--- src/rtl/dot_prod_peak_pkg.sv ---
// dot_prod_peak_pkg
//   Shared definitions for the dot-product peak detector:
//   - state_e      : frame sequencing states (SCAN, DRAIN, OUT)
//   - PIPE_DEPTH   : clocks from accepting a result to the peak register update
//                    plus the output load (2 magnitude stages + 1 compare stage)
//   - min_mag_bits : smallest magnitude width that holds |i|^2+|q|^2 without wrap
package dot_prod_peak_pkg;

  typedef enum logic [1:0] {
    SCAN  = 2'd0,
    DRAIN = 2'd1,
    OUT   = 2'd2
  } state_e;

  localparam int PIPE_DEPTH = 3;

  // Most-negative input on both rails gives 2*2^(2*bits-2) = 2^(2*bits-1),
  // which needs 2*bits bits unsigned; one extra bit keeps headroom.
  function automatic int min_mag_bits(input int i_bits, input int q_bits);
    int widest;
    widest = (i_bits > q_bits) ? i_bits : q_bits;
    return 2 * widest + 1;
  endfunction

endpackage

--- src/rtl/cpx_mag_sq.sv ---
// cpx_mag_sq
//   Two-stage registered squared magnitude |i|^2+|q|^2 with valid and tag
//   carried alongside the data.
//   Ports:
//     clk, n_reset       clock, asynchronous active-low reset
//     in_valid/in_i/in_q/in_tag   sample entering stage 1
//     out_valid/out_mag/out_tag   result leaving stage 2
//     busy               high while any stage holds a valid sample
module cpx_mag_sq #(
  parameter int i_bits   = 24,
  parameter int q_bits   = 24,
  parameter int mag_bits = 49,
  parameter int tag_bits = 4
) (
  input  logic                       clk,
  input  logic                       n_reset,
  input  logic                       in_valid,
  input  logic signed [i_bits-1:0]   in_i,
  input  logic signed [q_bits-1:0]   in_q,
  input  logic        [tag_bits-1:0] in_tag,
  output logic                       out_valid,
  output logic        [mag_bits-1:0] out_mag,
  output logic        [tag_bits-1:0] out_tag,
  output logic                       busy
);

  logic signed [2*i_bits-1:0] i_ext, ii_d, ii_q;
  logic signed [2*q_bits-1:0] q_ext, qq_d, qq_q;
  logic                       s1_valid_q, s2_valid_q;
  logic        [tag_bits-1:0] s1_tag_q, s2_tag_q;
  logic        [mag_bits-1:0] mag_d, mag_q;

  // Operands are sign-extended to the product width first so the truncated
  // product is the exact signed square.
  always_comb begin
    i_ext = {{i_bits{in_i[i_bits-1]}}, in_i};
    q_ext = {{q_bits{in_q[q_bits-1]}}, in_q};
    ii_d  = i_ext * i_ext;
    qq_d  = q_ext * q_ext;
    // Squares are non-negative, so zero extension is exact.
    mag_d = {{(mag_bits-2*i_bits){1'b0}}, ii_q} + {{(mag_bits-2*q_bits){1'b0}}, qq_q};
  end

  always_ff @(posedge clk or negedge n_reset) begin
    if (!n_reset) begin
      s1_valid_q <= 1'b0;
      s2_valid_q <= 1'b0;
      s1_tag_q   <= '0;
      s2_tag_q   <= '0;
      ii_q       <= '0;
      qq_q       <= '0;
      mag_q      <= '0;
    end else begin
      s1_valid_q <= in_valid;
      s1_tag_q   <= in_tag;
      ii_q       <= ii_d;
      qq_q       <= qq_d;
      s2_valid_q <= s1_valid_q;
      s2_tag_q   <= s1_tag_q;
      mag_q      <= mag_d;
    end
  end

  assign out_valid = s2_valid_q;
  assign out_mag   = mag_q;
  assign out_tag   = s2_tag_q;
  assign busy      = s1_valid_q | s2_valid_q;

endmodule

--- src/rtl/dot_prod_peak.sv ---
// dot_prod_peak
//   Collects num_lags complex correlation results per frame, finds the largest
//   |i|^2+|q|^2 (earliest lag wins ties) and offers it on a valid/ready output.
//   Ports:
//     clk, n_reset             clock, asynchronous active-low reset
//     s_axis_product_tvalid, i, q, m_axis_product_tready   result input stream
//     s_axis_peak_tvalid, peak_index, peak_mag, m_axis_peak_tready   peak output
//     threshold                only with PEAK_THRESHOLD_EN: frames whose peak is
//                              <= threshold are dropped silently
//   Build option: define PEAK_THRESHOLD_EN to add the threshold input.
module dot_prod_peak
  import dot_prod_peak_pkg::*;
#(
  parameter int i_bits           = 24,
  parameter int q_bits           = 24,
  parameter int num_lags         = 16,
  parameter int lag_counter_bits = 4,
  parameter int mag_bits         = 49
) (
  input  logic                        clk,
  input  logic                        n_reset,
  input  logic                        s_axis_product_tvalid,
  input  logic signed [i_bits-1:0]    i,
  input  logic signed [q_bits-1:0]    q,
  output logic                        m_axis_product_tready,
`ifdef PEAK_THRESHOLD_EN
  input  logic [mag_bits-1:0]         threshold,
`endif
  input  logic                        m_axis_peak_tready,
  output logic                        s_axis_peak_tvalid,
  output logic [lag_counter_bits-1:0] peak_index,
  output logic [mag_bits-1:0]         peak_mag
);

  localparam int LB = lag_counter_bits;

  state_e              state_q, state_d;
  logic [LB-1:0]       count_q, count_d;
  logic [mag_bits-1:0] best_mag_q, best_mag_d;
  logic [LB-1:0]       best_index_q, best_index_d;
  logic                peak_valid_q, peak_valid_d;
  logic [LB-1:0]       peak_index_q, peak_index_d;
  logic [mag_bits-1:0] peak_mag_q, peak_mag_d;
  logic                tready_q, tready_d;

  logic                transfer;
  logic                mag_valid;
  logic [mag_bits-1:0] mag_value;
  logic [LB-1:0]       mag_tag;
  logic                pipe_busy;

  assign transfer = s_axis_product_tvalid && tready_q;

  cpx_mag_sq #(
    .i_bits   (i_bits),
    .q_bits   (q_bits),
    .mag_bits (mag_bits),
    .tag_bits (LB)
  ) u_mag (
    .clk       (clk),
    .n_reset   (n_reset),
    .in_valid  (transfer),
    .in_i      (i),
    .in_q      (q),
    .in_tag    (count_q),
    .out_valid (mag_valid),
    .out_mag   (mag_value),
    .out_tag   (mag_tag),
    .busy      (pipe_busy)
  );

  always_comb begin
    state_d      = state_q;
    count_d      = count_q;
    best_mag_d   = best_mag_q;
    best_index_d = best_index_q;
    peak_valid_d = peak_valid_q;
    peak_index_d = peak_index_q;
    peak_mag_d   = peak_mag_q;

    // Lag 0 always seeds the running best, so a stale best never leaks
    // into a new frame; strict compare keeps the earliest lag on ties.
    if (mag_valid && ((mag_tag == '0) || (mag_value > best_mag_q))) begin
      best_mag_d   = mag_value;
      best_index_d = mag_tag;
    end

    case (state_q)
      SCAN: begin
        if (transfer) begin
          if (count_q == LB'(num_lags - 1)) state_d = DRAIN;
          else                              count_d = count_q + 1'b1;
        end
      end
      DRAIN: begin
        // Both magnitude stages empty means the last lag has been compared.
        if (!pipe_busy) begin
`ifdef PEAK_THRESHOLD_EN
          if (best_mag_q <= threshold) begin
            state_d      = SCAN;
            count_d      = '0;
            best_mag_d   = '0;
            best_index_d = '0;
          end else begin
`else
          begin
`endif
            state_d      = OUT;
            peak_valid_d = 1'b1;
            peak_index_d = best_index_q;
            peak_mag_d   = best_mag_q;
          end
        end
      end
      OUT: begin
        if (m_axis_peak_tready) begin
          peak_valid_d = 1'b0;
          state_d      = SCAN;
          count_d      = '0;
          best_mag_d   = '0;
          best_index_d = '0;
        end
      end
      default: state_d = SCAN;
    endcase

    tready_d = (state_d == SCAN);
  end

  always_ff @(posedge clk or negedge n_reset) begin
    if (!n_reset) begin
      state_q      <= SCAN;
      count_q      <= '0;
      best_mag_q   <= '0;
      best_index_q <= '0;
      peak_valid_q <= 1'b0;
      peak_index_q <= '0;
      peak_mag_q   <= '0;
      tready_q     <= 1'b0;
    end else begin
      state_q      <= state_d;
      count_q      <= count_d;
      best_mag_q   <= best_mag_d;
      best_index_q <= best_index_d;
      peak_valid_q <= peak_valid_d;
      peak_index_q <= peak_index_d;
      peak_mag_q   <= peak_mag_d;
      tready_q     <= tready_d;
    end
  end

  assign m_axis_product_tready = tready_q;
  assign s_axis_peak_tvalid    = peak_valid_q;
  assign peak_index            = peak_index_q;
  assign peak_mag              = peak_mag_q;

endmodule

--- config.mk ---
export PLATFORM = sky130hd
export DESIGN_NAME = dot_prod_peak
export DESIGN_NICKNAME = d
export VERILOG_FILES = /design/src/rtl/dot_prod_peak_pkg.sv /design/src/rtl/cpx_mag_sq.sv /design/src/rtl/dot_prod_peak.sv
export SDC_FILE = /design/constraint.sdc
export NUM_CORES = 2
export LEC_CHECK = 0
export CORE_MARGIN = 5
export CORE_UTILIZATION = 40
export DETAILED_ROUTE_END_ITERATION = 12
export SETUP_SLACK_MARGIN = 0.3
export SLEW_MARGIN = 40
export SYNTH_ARGS = -nofsm -noshare
export SYNTH_HDL_FRONTEND = slang
export SYNTH_SLANG_ARGS = --single-unit
--- constraint.sdc ---
create_clock -name clk -period 3.85 [get_ports clk]
set_input_delay 0.385 -clock clk [delete_from_list [all_inputs] [get_ports clk]]
set_output_delay 0.385 -clock clk [all_outputs]
set_load 0.01 [all_outputs]
==> reports/qor.txt <==
Core Region = 123,000 um^2
Count of cell types in the netlist = 74
CTS root buf = clkbuf_16
HPWL Detailed = 101,000 um
CP arrival = 7.02 ns
WL/cell = 16.3 um
Crit-path slowest cell = fa_1
Initial core utilization = 40.1%
Synth Area in Adders = 54.9%
GR Util All Layers = 19.3%
Global-route wire length before repair = 204,000 um
Fin crit share = 171%
RSZ-0062 raised after global routing = yes
Area grow syn2layout = 31.1%
Maximum root-to-sink buffer count = 3
Startpoint Class = input pin
GRT overflow = 0
Post-route DRC = 0
Layout Nets = 7,468
Main combinational cell family by area after synthesis = adder cells
DRT iter0 DRCs = 1,676
CTS sink count = 267
Seq/Total Area, Yosys = 13.5%
FFs w/ async S/R, synth = 100%
Largest net degree at the start of global routing = 110
Port buffer count = 106
Filler Cell Count = 10,960
Final GP Congestion = 0.857
CP most frequent cell = buf_4
Number of enable flip-flop cells after synthesis = 0
Final hold slack = 0.319 ns
Total CTS buffers = 25
CTS tree = yes
DR vias/cell = 4.72
Synth Area in Simple Gates = 9.43%
Final setup vio count = 81
Least-Margin Pin Slew = 0.802 ns
Die footprint = 131,000 um^2
Syn_area_per_cell = 9.97 um^2
Max-cap violations = 0
Worst path required time = 4.30 ns
Die X = 362 um
Setup Crit Path Kind = input pin to register
Max-slew violations = 0
H-tree depth = 1
Post-synthesis mux area share = 1.34%
Die span in y = 362 um
Fin cells = 7,574
Relative slew slack = 46.5%
Worst hold path class = input pin to asynchronous set/reset pin
Antenna violations before repair = 5
Post-route antenna net violation count = 0
Finished Cell Area = 64,800 um^2
Syn Nets = 6,509
Final Hold Fails = 0
Failing checks = setup timing
Fraction of layout cells with a size suffix above 1 = 29.8%
Placed cells = 7,276
Initial DRT Pass Iterations = 5
Synth Area in Compound Gates = 6.31%
Yosys warns = 0
Main synth FF type = dfrtp_1
Final TNS setup = -160.80 ns
R2r setup slk = 0.44 ns
Vias in the first global route = 40,080
Post-Syn Instances = 4,958
CTS clock-pin slew for the worst setup and hold paths = 0.07 ns
Crit-path max cell delay = 0.57 ns
Clk_lat worst skew = 0.54 ns
Register area = 6680 um^2
Post-DP Area = 58,800 um^2
Area taken by multi-input logic gates = 39,800 um^2
End of the worst register-to-register path = best_mag_q[46]
Cells on worst reg2reg path = 11
Num ports = 107
Vias = 35,786
Setup crit end kind = register
Flops & latches, synth = 267
Clock Skew = 0.0226 ns
XOR/XNOR Fraction of Synth Area = 2.85%
Fin worst setup slack = -2.72 ns
Min Tclk post-route = 6.57 ns
Max FO, Critical Path = 6
RR Startpoint = best_mag_q[40]
Core Rows = 129
Final wirelength = 123,000 um
Synth Cell Area = 49,400 um^2
Peak Freq = 0.152 GHz
Status = complete, but fails checks
-- what timing repair did --
action / CTS / global route
setup buffers: 170 / 63
endpoints found under the hold margin: 72 / 0
hold buffers: 1 / 0
cloned: 16 / 0
setup endpoints to repair: 84 / 84
gates resized for setup: 629 / 375
pin swaps: 276 / 299
-- worst max path at each step --
stage	startpoint	end	slack [ns]
4_1_cts	i[2]	u_mag.ii_q[41]	-2.71
5_1_grt	i[2]	u_mag.ii_q[41]	-2.92
3_3_place_gp	i[5]	u_mag.ii_q[47]	-3.71
3_5_place_dp	i[5]	u_mag.ii_q[47]	-3.78
2_1_floorplan	i[7]	u_mag.ii_q[46]	-2.77
6_report	i[16]	u_mag.ii_q[27]	-2.72
-- worst max-delay path, delay by kind of cell --
| kind | cells | cell delay [ns] |
|---|---|---|
| compound gates | 1 | 0.16 |
| fa+ha+maj | 8 | 3.77 |
| buf+inv | 19 | 2.27 |
| simple gates | 2 | 0.26 |
| xor+xnor | 1 | 0.18 |
-- through the flow --
step | setup WS [ns] | util [%]
2_1_floorplan | -2.77 | -
3_3_place_gp | -3.71 | 47.7
3_5_place_dp | -3.78 | 47.7
6_report | -2.72 | 52.6
5_1_grt | -2.92 | 52.6
4_1_cts | -2.71 | 51.0
-- area by class of cell --
class                      count  area share [%]
multi-input combinational   3151            61.4
timing repair buffer        1077            15.7
sequential                   267            10.3
inverter                    1395            8.12
tap                         1637            3.16
clock buffer                  37            1.16
clock inverter                 9           0.112
antenna                        1         0.00386
-- routing by layer --
metal | part of all wire (%) | track usage [%] | up-vias
met4 | 1.8 | 2.66 | 2
met1 | 43 | 25.5 | 18476
li1 | - | - | 16688
met5 | 0.011 | 0 | -
met2 | 52 | 34.8 | 473
met3 | 3.8 | 2.49 | 147
-- cell families after synthesis --
logic type	after synthesis
AOI/OAI and AO/OA	463
and+or+nand+nor	969
adders and majority gates	1499
muxes	59
xor gates and xnor gates	161
buffers and inverters	1540
DFF	267
-- cells in the mapped netlist (9+ instances only) --
cell,number,area (um^2)
o21ai_0,62,310
buf_1,11,41.3
nand3_1,81,405
xnor2_1,105,920
nand2b_1,24,150
xor2_1,56,490
o21a_1,20,150
nand2_1,413,1550
dfrtp_1,267,6680
a31oi_1,9,56.3
nor2_1,105,394
and3_1,12,75.1
a21oi_1,122,611
fa_1,1114,22300
inv_1,1395,5240
o21bai_1,15,113
o31ai_1,58,435
and2_1,205,1280
clkbuf_1,128,480
ha_1,385,4820
nor2b_1,58,363
nor3_1,21,105
a21o_1,103,773
mux2_2,56,631
nand4_1,31,194
-- sequential cells by signal, indices dropped and copies added, names as in the netlist, 2 cells and up --
name,count
u_mag.out_mag,49
peak_index,4
state_q,2
count_q,4
u_mag.out_tag,4
u_mag.s1_tag_q,4
u_mag.qq_q,47
peak_mag,49
best_index_q,4
u_mag.ii_q,47
best_mag_q,49
-- layout by cell type, fill, tap and decap left out, drive strengths merged, types with 24 or more instances in the layout --
cell type      instances
xor2                  56
inv                 1397
mux2                  56
dfrtp                267
ha                   385
buf                 1006
nand4                 31
a21oi                123
a21o                 103
nand2b                24
xnor2                105
nor2                 106
nand3                 81
nand2                413
fa                  1114
clkbuf                39
o21ai                 71
and2                 205
o31ai                 59
nor2b                 58
clkdlybuf4s50         57
Power is not shown: default switching activity piles up to over one toggle a cycle in this logic, so the estimate is an artifact.
